==> config.mk <==
export PLATFORM = sky130hd
export DESIGN_NAME = mdio_master
export DESIGN_NICKNAME = d
export VERILOG_FILES = /design/src/rtl/mdio_pkg.sv /design/src/rtl/mdio_clock_gen.sv /design/src/rtl/mdio_master.sv
export SDC_FILE = /design/constraint.sdc
export NUM_CORES = 1
export LEC_CHECK = 0
export BUFFER_PORTS_ARGS = -buffer_cell sky130_fd_sc_hd__buf_2
export CAP_MARGIN = 20
export CORE_UTILIZATION = 36
export CTS_BUF_LIST = sky130_fd_sc_hd__clkbuf_8
export CTS_CLUSTER_DIAMETER = 60
export DETAILED_ROUTE_END_ITERATION = 8
export SYNTH_ARGS = -nofsm -noshare
export SYNTH_HDL_FRONTEND = slang
export SYNTH_SLANG_ARGS = --single-unit
==> constraint.sdc <==
create_clock -name clk -period 3.1 [get_ports clk]
set_input_delay 0 -clock clk [delete_from_list [all_inputs] [get_ports clk]]
set_output_delay 0 -clock clk [all_outputs]
set_load 0.05 [all_outputs]
==> src/rtl/mdio_pkg.sv <==
// mdio_pkg: shared opcodes, frame field positions, bit counts and FSM state type for the MDIO master.
// MDIO_MASTER_PREAMBLE_EN adds the PREAMBLE state to the enum.
package mdio_pkg;
  localparam logic [1:0] MDIO_OP_READ  = 2'b10;
  localparam logic [1:0] MDIO_OP_WRITE = 2'b01;
  localparam int ST_MSB    = 31;
  localparam int ST_LSB    = 30;
  localparam int OP_MSB    = 29;
  localparam int OP_LSB    = 28;
  localparam int PHYAD_MSB = 27;
  localparam int PHYAD_LSB = 23;
  localparam int REGAD_MSB = 22;
  localparam int REGAD_LSB = 18;
  localparam int TA_MSB    = 17;
  localparam int TA_LSB    = 16;
  localparam int DATA_MSB  = 15;
  localparam int DATA_LSB  = 0;
  localparam int PRE_BITS  = 32;
  localparam int HDR_BITS  = 14;
  localparam int TA_BITS   = 2;
  localparam int DATA_BITS = 16;
  typedef enum logic [2:0] {
    ST_IDLE  = 3'd0,
`ifdef MDIO_MASTER_PREAMBLE_EN
    ST_PRE   = 3'd1,
`endif
    ST_SHIFT = 3'd2,
    ST_TA    = 3'd3,
    ST_DATA  = 3'd4,
    ST_DONE  = 3'd5
  } mdio_state_t;
  function automatic logic [4:0] last_idx(input int n);
    return 5'(n - 1);
  endfunction
endpackage

==> src/rtl/mdio_clock_gen.sv <==
// mdio_clock_gen: CLK_DIV divider producing mdc and single-cycle strobes for the cycle in which mdc rises or falls.
module mdio_clock_gen #(
  parameter int CLK_DIV = 20
) (
  input  logic clk,
  input  logic reset,
  input  logic en,
  output logic mdc,
  output logic riseStrobe,
  output logic fallStrobe
);
  logic [7:0] cnt;
  logic wrap;
  assign wrap       = cnt == 8'(CLK_DIV - 1);
  assign riseStrobe = en && wrap && !mdc;
  assign fallStrobe = en && wrap && mdc;
  always_ff @(posedge clk or posedge reset) begin
    if (reset) begin
      cnt <= '0;
      mdc <= 1'b0;
    end else if (!en) begin
      cnt <= '0;
      mdc <= 1'b0;
    end else if (wrap) begin
      cnt <= '0;
      mdc <= ~mdc;
    end else begin
      cnt <= cnt + 8'd1;
    end
  end
endmodule

==> src/rtl/mdio_master.sv <==
// mdio_master: Clause-22 MDIO serial engine; shifts one 32-bit frame out on MDC/MDIO and captures read data.
// MDIO_MASTER_PREAMBLE_EN defined: each frame is preceded by 32 ones; undefined: preamble suppressed.
module mdio_master
  import mdio_pkg::*;
#(
  parameter int CLK_DIV = 20
) (
  input  logic        clk,
  input  logic        reset,
  input  logic [31:0] frameIn,
  input  logic        frameValid,
  output logic        frameReady,
  output logic [15:0] rdData,
  output logic        rdValid,
  output logic        rdError,
  output logic        busy,
  output logic        mdc,
  output logic        mdioOut,
  output logic        mdioOe,
  input  logic        mdioIn
);
  mdio_state_t state;
  logic [31:0] sr;
  logic [4:0]  bit_cnt;
  logic        is_read;
  logic        ta_err;
  logic [15:0] cap;
  logic        rise;
  logic        fall;
  logic        accept;
  assign accept = frameValid && frameReady;
  mdio_clock_gen #(.CLK_DIV(CLK_DIV)) u_clk (
    .clk        (clk),
    .reset      (reset),
    .en         (busy),
    .mdc        (mdc),
    .riseStrobe (rise),
    .fallStrobe (fall)
  );
  always_ff @(posedge clk or posedge reset) begin
    if (reset) begin
      state      <= ST_IDLE;
      sr         <= '0;
      bit_cnt    <= '0;
      is_read    <= 1'b0;
      ta_err     <= 1'b0;
      cap        <= '0;
      frameReady <= 1'b1;
      busy       <= 1'b0;
      rdData     <= '0;
      rdValid    <= 1'b0;
      rdError    <= 1'b0;
      mdioOut    <= 1'b1;
      mdioOe     <= 1'b0;
    end else begin
      rdValid <= 1'b0;
      case (state)
        ST_IDLE: if (accept) begin
          is_read    <= frameIn[OP_MSB:OP_LSB] == MDIO_OP_READ;
          frameReady <= 1'b0;
          busy       <= 1'b1;
          mdioOe     <= 1'b1;
          bit_cnt    <= '0;
`ifdef MDIO_MASTER_PREAMBLE_EN
          state      <= ST_PRE;
          sr         <= frameIn;
          mdioOut    <= 1'b1;
`else
          state      <= ST_SHIFT;
          sr         <= {frameIn[30:0], 1'b0};
          mdioOut    <= frameIn[31];
`endif
        end
`ifdef MDIO_MASTER_PREAMBLE_EN
        ST_PRE: if (fall) begin
          if (bit_cnt == last_idx(PRE_BITS)) begin
            state   <= ST_SHIFT;
            bit_cnt <= '0;
            mdioOut <= sr[31];
            sr      <= {sr[30:0], 1'b0};
          end else begin
            bit_cnt <= bit_cnt + 5'd1;
          end
        end
`endif
        ST_SHIFT: if (fall) begin
          mdioOut <= sr[31];
          sr      <= {sr[30:0], 1'b0};
          if (bit_cnt == last_idx(HDR_BITS)) begin
            state   <= ST_TA;
            bit_cnt <= '0;
            mdioOe  <= !is_read;
          end else begin
            bit_cnt <= bit_cnt + 5'd1;
          end
        end
        ST_TA: begin
          // a PHY that answers pulls the second turnaround bit low
          if (rise && bit_cnt == 5'd1) ta_err <= mdioIn;
          if (fall) begin
            mdioOut <= sr[31];
            sr      <= {sr[30:0], 1'b0};
            state   <= bit_cnt == last_idx(TA_BITS) ? ST_DATA : ST_TA;
            bit_cnt <= bit_cnt == last_idx(TA_BITS) ? 5'd0 : bit_cnt + 5'd1;
          end
        end
        ST_DATA: begin
          if (rise) cap <= {cap[14:0], mdioIn};
          if (fall) begin
            if (bit_cnt == last_idx(DATA_BITS)) begin
              state   <= ST_DONE;
              bit_cnt <= '0;
              mdioOe  <= 1'b0;
              mdioOut <= 1'b1;
            end else begin
              bit_cnt <= bit_cnt + 5'd1;
              mdioOut <= sr[31];
              sr      <= {sr[30:0], 1'b0};
            end
          end
        end
        ST_DONE: begin
          state      <= ST_IDLE;
          frameReady <= 1'b1;
          busy       <= 1'b0;
          if (is_read) begin
            rdData  <= cap;
            rdError <= ta_err;
            rdValid <= 1'b1;
          end
        end
        default: state <= ST_IDLE;
      endcase
    end
  end
endmodule

# After elaboration in Yosys (flattened, before gate mapping)
# Index checks and enable logic that the tools add are counted.
# W data, S select, Z words.
[word_totals]
register_bits = 89
input_bits = 36
output_inout_bits = 23
elab_cells = 100
[op_classes]
n_addsub = 2
eq_ne = 18
mux = 41
n_bitwise = 1
reduce_logical = 23
[ops]
columns = ["op", "n"]
rows = [
  ["$mux W32", 4],
  ["$pmux W32 S3", 1],
  ["$mux W5", 7],
  ["$mux W3", 7],
  ["$pmux W5 S4", 1],
  ["$mux W8", 2],
  ["$mux W1", 14],
  ["$ne A2 B2 Y1 const B", 7],
  ["$pmux W3 S4", 1],
  ["$reduce_and A6 Y1", 2],
  ["$eq A5 B4 Y1 const B", 2],
  ["$reduce_and A2 Y1", 5],
  ["$reduce_and A5 Y1", 2],
  ["$add A8 B1 Y8 const B", 1],
  ["$eq A8 B5 Y1 const B", 1],
  ["$eq A3 B2 Y1 const B", 2],
  ["$eq A3 B3 Y1 const B", 2],
  ["$pmux W1 S3", 2],
  ["$reduce_bool A3 Y1", 2],
  ["$add A5 B1 Y5 const B", 1],
  ["$eq A5 B1 Y1 const B", 1],
  ["$logic_and A1 B1 Y1", 5],
  ["$ne A2 B1 Y1 const B", 2],
  ["$pmux W1 S2", 2],
  ["8 further kinds", 9],
]

# Depth between registers and ports, before layout
# Gate-level depths: netlist of the first run.
[depth]
word_depth = 5
depth_mapped = 7
depth_no_buf = 6

# Hierarchy
# A second synthesis of the first run with hierarchy kept.
[unflattened]
cells_unflattened = 323
hier_area_um2 = 4147.7
[by_module_without_submodules]
columns = ["mod", "n_inst", "cells_per_inst", "area_per_inst_um2", "seq_area_each_um2"]
rows = [
  ["mdio_master", 1, 276, 3692.3, 1979.4],
  ["mdio_clock_gen", 1, 47, 455.4, 225.2],
]

# Worst setup path after synthesis of the first run
# Ideal clock, no wire load.
[synth_timing]
kind = "register to register"
startpoint = "register u_clk.cnt[0]"
endpoint = "register cap[10]"
t_arrival_ns = 2.088
slack_ns = 0.887
path_stages_with_launch = 8
path_buffers = 2
period_less_slack_ns = 2.213
path_cell_list = "dfrtp_1 -> ha_1 -> nor4b_4 -> nand2_4 -> or4b_4 -> buf_6 -> buf_12 -> mux2_4"
[synth_via]
elab_chain_len = 4
[synth_rtl]
columns = ["item", "line", "rtl"]
rows = [
  ["start, declared", "mdio_clock_gen.sv:12", "logic [7:0] cnt;"],
  ["start signal, assigned", "mdio_clock_gen.sv:28", "cnt <= cnt + 8'd1;"],
  ["$eq A8 B5 Y1", "mdio_clock_gen.sv:14", "assign wrap = cnt == 8'(CLK_DIV - 1);"],
  ["$logic_and A1 B1 Y1 (2 in series)", "mdio_clock_gen.sv:15", "assign riseStrobe = en && wrap && !mdc;"],
  ["$reduce_and A2 Y1 (no line)", "n/a", ""],
  ["end signal, assigned", "mdio_master.sv:108", "if (rise) cap <= {cap[14:0], mdioIn};"],
  ["end, declared", "mdio_master.sv:27", "logic [15:0] cap;"],
]
# Every way passes these cells.
# A chain may end at the register's enable or synchronous reset.

# Worst setup path after layout of the first run
[layout_timing]
startpoint = "register u_clk.cnt[0]"
endpoint = "register sr[13]"
[layout_via]
elab_chain_len = 5
[layout_rtl]
columns = ["item", "line", "rtl"]
rows = [
  ["$eq A8 B5 Y1 *", "mdio_clock_gen.sv:14", ""],
  ["$logic_and A1 B1 Y1 * (2 in series)", "mdio_clock_gen.sv:16", "assign fallStrobe = en && wrap && mdc;"],
  ["$ne A2 B2 Y1 (no line) / $ne A2 B1 Y1 (equally long branches)", "n/a", ""],
  ["$reduce_and A5 Y1 (no line) *", "n/a", ""],
  ["end signal, assigned", "mdio_master.sv:70", "sr <= {frameIn[30:0], 1'b0};"],
  ["end signal, assigned", "mdio_master.sv:88", "sr <= {sr[30:0], 1'b0};"],
  ["end signal, assigned", "mdio_master.sv:102", "sr <= {sr[30:0], 1'b0};"],
  ["end, declared", "mdio_master.sv:23", "logic [31:0] sr;"],
]
# Every way passes the cells marked *; elsewhere a longest branch is shown, timed or not.

==> results.md, run 1 <==
* Status: complete, no violations
* Final nets at 452
* Fin crit period at 2.48 ns
* Reg-to-reg slack, setup at 0.62 ns
* Post-CTS Repair Setup Buffers at 0
* Switch Pwr at 0.499 mW
* Initial antenna violation count at 0
* Part of the Yosys area used for sequential elements at 52.4%
* Mapped cell area at 4200 um2
* Vias at 2784
* Setup-failing EPs final at 0
* CTS tree: built
* Netlist cell types at 58
* Critical R2R Capture: sr[13]
* Worst vdd ir at 0.000355 V
* Pwr/cell area at 390 nW/um2
* Number of synthesized flops with an enable pin at 0
* Die width at 110 um
* Mapped Nets at 359
* Crit-path max cell delay at 0.41 ns
* Logic pwr share at 5.0%
* I/O Buffers at 58
* Slew Limit Fails at 0
* Yosys reg bits at 88
* Fmax at 0.403 GHz
* Drt pass-1 iters at 4
* Clock power share at 38.2%
* Cell Int Power at 1.52 mW
* Crit Path Max Fanout at 31
* Clk pin slew, worst setup/hold paths at 0.09 ns
* Commonest non-fill, non-tap cell in the layout: dfrtp_1
* Worst Tran Pin Value at 0.693 ns
* Ys Warns at 0
* Tcrit/Tclk final at 80.0%
* Worst clock skew at 0.0218 ns
* Slew headroom at 53.8%
* Leakage at 2.58 nW
* WP data arrival at 2.72 ns
* Max-cap viol count at 0
* Final WL at 7850 um
* Diode count at 0
* Per-cell routed wire length at 14.0 um
* Mapped Cells at 319
* Hold EP: sr[11]
* Routability cong. at 0.790
* RSZ-0062 raised after global routing: no
* # DRC at 0
* Async S/R FF share, synth at 100%
* Clk buf depth at 2
* Final Util at 45.3%
* Sequential group share of total power at 56.9%
* Hold path depth at 3
* Vias per inst at 4.97
* Layout cell share with drive strength beyond 1 at 44.8%
* Vias in the first global route at 2852
* CTS root buf: clkbuf_8
* Die area at 12100 um2
* Number of clock sinks at 88
* CTS H-tree depth at 3
* Crit-path cells: ha_1 > nor4b_4 > a32oi_1 > nor3_4 > buf_4 > mux2_2
* Crit path kind: flip-flop to flip-flop
* Avg Inst Size Synth at 13.2 um2
* CP endpoint kind: flip-flop
* Setup TNS at 0 ns
* Final hold violation count at 0
* Starting Density at 36.8%
* Pin count of the biggest net entering global routing at 33
* CTS Buf Count at 9
* Worst flop-to-flop path startpoint: u_clk.cnt[0]
* Total track usage at 14.6%
* Worst setup SP type: flip-flop
* First-pass GRT wire length at 13500 um
* Die extent in y at 110 um
* Area growth syn-to-layout at 23.0%
* GR Overflow Total at 0
* Worst EP required at 3.34 ns
* Number of cell rows at 39
* Sw Share at 24.7%
* Clk_lat worst skew at 0.37 ns
* Core footprint at 11400 um2
* Most frequent cells in the layout: dfrtp_1, mux2_2, buf_2
* Worst Hold Class: input pin to flip-flop
* Hold Path Origin: frameIn[10]
* Reg2reg path depth at 6
* Slowest-stage cell, CP: dfrtp_1
* Num ports at 59
* Post-DP HPWL at 5190 um
* Initial drt markers at 96
* Post-DRT Antenna Nets at 0
* Synth Flop Type: dfrtp_1
==> sequential cells by signal, indices dropped and copies added, names as in the netlist, 3 cells and up <==
register / cells
u_clk.cnt: 8
bit_cnt: 5
rdData: 16
cap: 16
state: 3
sr: 31
==> power groups by stage <==
stage	registers, mW	logic, mW	clock network (mW)
final	1.15	0.100	0.771
after global routing	1.15	0.113	0.854
after CTS	1.15	0.103	0.809
after detailed placement	1.17	0.0704	0
after global placement	1.17	0.0697	0
after floorplan	1.17	0.0357	0
==> through the flow <==
| step | power (mW) | instances | cell area, um2 | setup WS (ns) | hold slack, ns |
|---|---|---|---|---|---|
| 2_1_floorplan | 1.21 | 319 | 4200 | 0.825 | 0.135 |
| 4_1_cts | 2.06 | 560 | 5170 | 0.598 | 0.00942 |
| 6_report | 2.02 | 560 | 5170 | 0.621 | 0.0255 |
| 3_3_place_gp | 1.24 | 510 | 4640 | 0.632 | 0.0337 |
| 3_5_place_dp | 1.24 | 510 | 4640 | 0.637 | 0.0267 |
| 5_1_grt | 2.12 | 560 | 5170 | 0.430 | 0.0124 |
==> cell type report <==
type	count	area, um2
Sequential cell	88	2200
Multi-Input combinational cell	210	1900
Tap cell	143	179
Clock buffer	9	124
Timing Repair Buffer	98	676
Fill cell	1059	6250
Inverter	5	20.0
Clock inverter	7	70.1
==> worst max-delay path: cells and delay by family (launching register included) <==
kind / cells / cell delay (ns)
flops: 1 / 0.41
mux: 1 / 0.38
simple gates: 2 / 0.61
fa+ha+maj: 1 / 0.25
compound gates: 1 / 0.32
buf+inv: 1 / 0.38
==> cells in the mapped netlist (all sizes together) (3+ instances only) <==
master | number | area (um2)
mux2 | 95 | 1110
dfrtp | 86 | 2150
nor2 | 17 | 63.8
o21ai | 14 | 70.1
nand3 | 10 | 50.1
buf | 8 | 60.1
clkbuf | 8 | 30.0
a21oi | 6 | 30.0
inv | 5 | 18.8
nand2 | 5 | 26.3
xor2 | 5 | 43.8
and2 | 4 | 25.0
ha | 4 | 50.1
nor2b | 4 | 25.0
and3 | 3 | 21.3
nand3b | 3 | 22.5
nor3b | 3 | 32.5
nor4b | 3 | 47.5
xnor2 | 3 | 26.3
==> worst max-delay path by stage <==
stage                       startpoint          to  slack [ns]  cells past startpoint
final                     u_clk.cnt[0]      sr[13]        0.62                      6
after global routing      u_clk.cnt[0]      sr[10]        0.43                      6
after CTS                 u_clk.cnt[0]      sr[14]        0.60                      6
after detailed placement  u_clk.cnt[0]      sr[18]        0.64                      6
after global placement    u_clk.cnt[0]      sr[15]        0.63                      6
after floorplan                  reset  bit_cnt[0]        0.82                      1
==> cells by family after synthesis <==
family	after synthesis	synth area share, %
AO/OA/AOI/OAI	37	5.60
buffers and inverters	21	2.59
AND/OR/NAND/NOR	65	9.94
flip-flops	88	52.4
adder cells (fa/ha/maj)	4	1.19
XOR/XNOR	8	1.67
multiplexers	96	26.6
==> layer usage <==
layer	track usage, %	routed length [um]
met5	0	0
met4	4.86	82
met3	4.70	368
met2	23.8	3670
met1	18.3	3720
==> repair_timing <==
item / 4_1_cts / 5_1_grt
hold endpoints to repair: 60 / 0
setup endpoints to repair: 0 / 0
gates resized for setup: 0 / 0
hold buffers: 34 / 0
Note: power is estimated with default switching activity, not from simulation.
==> inputs of run 2 (changes only) <==
- ABC_AREA: not set -> 1
- clock period: 3.1 -> 2.6 ns (I/O delays scaled with it)
==> run 2 against run 1 <==
Effect of this change: the run now ends with design-rule violations left; first-iteration DRC count grew 51%; critical path type unchanged; die area grew 3.1%; design area grew 1.7%; synthesized area grew 3.2%; core utilization grew 0.17 points; largest cell class unchanged.
==> results.md, run 2 <==
* Fmax at 0.505 GHz
* Slew Limit Fails at 0
* Core footprint at 11600 um2
* Post-CTS Repair Setup Buffers at 0
* Post-DP HPWL at 5540 um
* Worst Hold Class: input pin to flip-flop
* Final nets at 551
* Vias at 3088
* CP endpoint kind: flip-flop
* Per-cell routed wire length at 12.4 um
* Crit path kind: flip-flop to flip-flop
* Failing checks: design-rule violations
* Final hold violation count at 0
* Total track usage at 14.6%
* Worst EP required at 2.85 ns
* Layout cell share with drive strength beyond 1 at 34.1%
* Post-synth top area cell: dfrtp_1
* CTS root buf: clkbuf_8
* Slew headroom at 65.7%
* Fillers at 1091
* Part of the Yosys area used for sequential elements at 50.8%
* Die extent in y at 112 um
* Largest register by flop count: sr
* Area growth syn-to-layout at 21.3%
* RSZ-0062 raised after global routing: no
* Post-CTS Resized at 0
* Post-route cell area at 5260 um2
* Worst flop-to-flop path startpoint: state[0]
* First-pass GRT wire length at 14700 um
* I/O Buffers at 58
* Status: complete, but fails checks
* Hold_ws at 0.0292 ns
* Non-Filler Instances at 659
* Final WL at 8160 um
* Reg2reg path depth at 6
* Reg-to-reg slack, setup at 0.62 ns
* Num ports at 59
* Vias per inst at 4.69
* CTS Buf Count at 9
* Dpl cells at 608
* Post-Place Setup Slack at 0.623 ns
* Max FFs per register at 31
* Hold Path Origin: frameValid
* Initial antenna violation count at 0
* Count leader, synth: nand2_1
* Netlist cell types at 36
* Post-synth top area share at 49.6%
* Mapped Nets at 456
* Async S/R FF share, synth at 100%
* Worst Tran Pin Value at 0.515 ns
* WP data arrival at 2.23 ns
* Die width at 112 um
* Clk_lat worst skew at 0.37 ns
* Ys Warns at 0
* Top Registers: sr: 31 flops, cap: 16 flops, rdData: 16 flops
* Starting Density at 37.5%
* Commonest non-fill, non-tap cell in the layout: nand2_1
* Tcrit/Tclk final at 76.1%
* Total Power at 5.62 mW
* Clk pin slew, worst setup/hold paths at 0.09 ns
* Clk buf depth at 2
* Largest cells by area after synthesis: dfrtp_1, nand2_1, mux2i_1, o21ai_2, nand2_2
* Critical R2R Capture: sr[16]
* Pwr/cell area at 1070 nW/um2
* Vias in the first global route at 3138
* Mapped cell area at 4340 um2
* # DRC at 8
* Number of cell rows at 39
* Setup TNS at 0 ns
* Avg Inst Size Synth at 10.4 um2
* Setup-failing EPs final at 0
* Number of clock sinks at 88
* Number of synthesized flops with an enable pin at 0
* Hold EP: frameReady
* Leakage at 2.71 nW
* Max-cap viol count at 0
* Post-synth top cells: nand2_1, dfrtp_1, o21ai_2
* Final WS setup at 0.620 ns
* Worst vdd ir at 0.000654 V
* Yosys reg bits at 88
* Drt pass-1 iters at 6
* GR Overflow Total at 0
* Placed standard-cell area at 4730 um2
* Initial drt markers at 145
* Post-DRT Antenna Nets at 0
* Hold path depth at 4
* Fin crit period at 1.98 ns
* Die area at 12500 um2
* CTS H-tree depth at 3
* Final Util at 45.5%
* Routability cong. at 0.780
* Worst clock skew at 0.0103 ns
* Worst setup SP type: flip-flop
* Diode count at 0
* CTS tree: built
* Crit Path Max Fanout at 31
* Mapped Cells at 416
* Synth Flop Type: dfrtp_1
* Pin count of the biggest net entering global routing at 77
* Most frequent cells in the layout: nand2_1, dfrtp_1, buf_2
## run 2: cell types whose count changed after synthesis, sizes merged, moves of 4 or more
cell / previous run / this run
nor2: 17 / 26
nand2: 5 / 114
nor2b: 4 / 0
nand3: 10 / 18
and2: 4 / 0
o21ai: 14 / 59
mux2: 95 / 16
inv: 5 / 27
buf: 8 / 14
mux2i: 1 / 30
xor2: 5 / 1
clkbuf: 8 / 0
## run 2: logic make-up after synthesis
kind of cell	share of synthesized area (%)
compound gates	10.9
simple gates	19.6
mux	11.7
flops	50.8
xor+xnor	0.404
buf+inv	5.45
fa+ha+maj	1.15
## run 2: worst max-delay path by stage
stage,startpoint,to,slack (ns),cells past startpoint
after global placement,state[0],sr[16],0.66,6
after CTS,state[0],sr[16],0.60,6
after floorplan,reset,bit_cnt[0],0.32,1
final,state[0],sr[16],0.62,6
after global routing,state[0],sr[18],0.45,6
after detailed placement,state[0],sr[16],0.62,6
## run 2: power breakdown
part	leakage (nW)	switching [mW]	total [mW]	internal (mW)
logic	1.48	1.68	2.71	1.02
registers	1.15	0.290	2.05	1.76
clock network	0.0866	0.510	0.857	0.347
## run 2: what timing repair did
item,4_1_cts,5_1_grt
endpoints found under the hold margin,121,0
hold buffers,35,0
setup endpoints to repair,0,0
## run 2: final cells by class
class | count | area (um2) | share of cell area, %
Sequential cell | 88 | 2200 | 41.9
Clock buffer | 9 | 124 | 2.36
Tap cell | 143 | 179 | 3.40
Inverter | 27 | 103 | 1.95
Clock inverter | 7 | 50.0 | 0.952
Multi-Input combinational cell | 287 | 1900 | 36.0
Timing Repair Buffer | 98 | 703 | 13.4
## run 2: critical path, stage by stage (launching register included)
cell and delay [ns]:
dfrtp_1 0.44, nor2_2 0.20, nand2_4 0.22, nand2_4 0.14
buf_4 0.44, mux2i_1 0.32, o21ai_2 0.09
## run 2: metal layers
metal	track usage, %	up-vias	wire length [um]	share of wire (%)
li1	-	1563	-	-
met1	18.9	1447	3890	48
met2	23.3	69	3810	47
met3	4.46	9	358	4.4
met4	4.68	0	98	1.2
met5	0	-	0	0
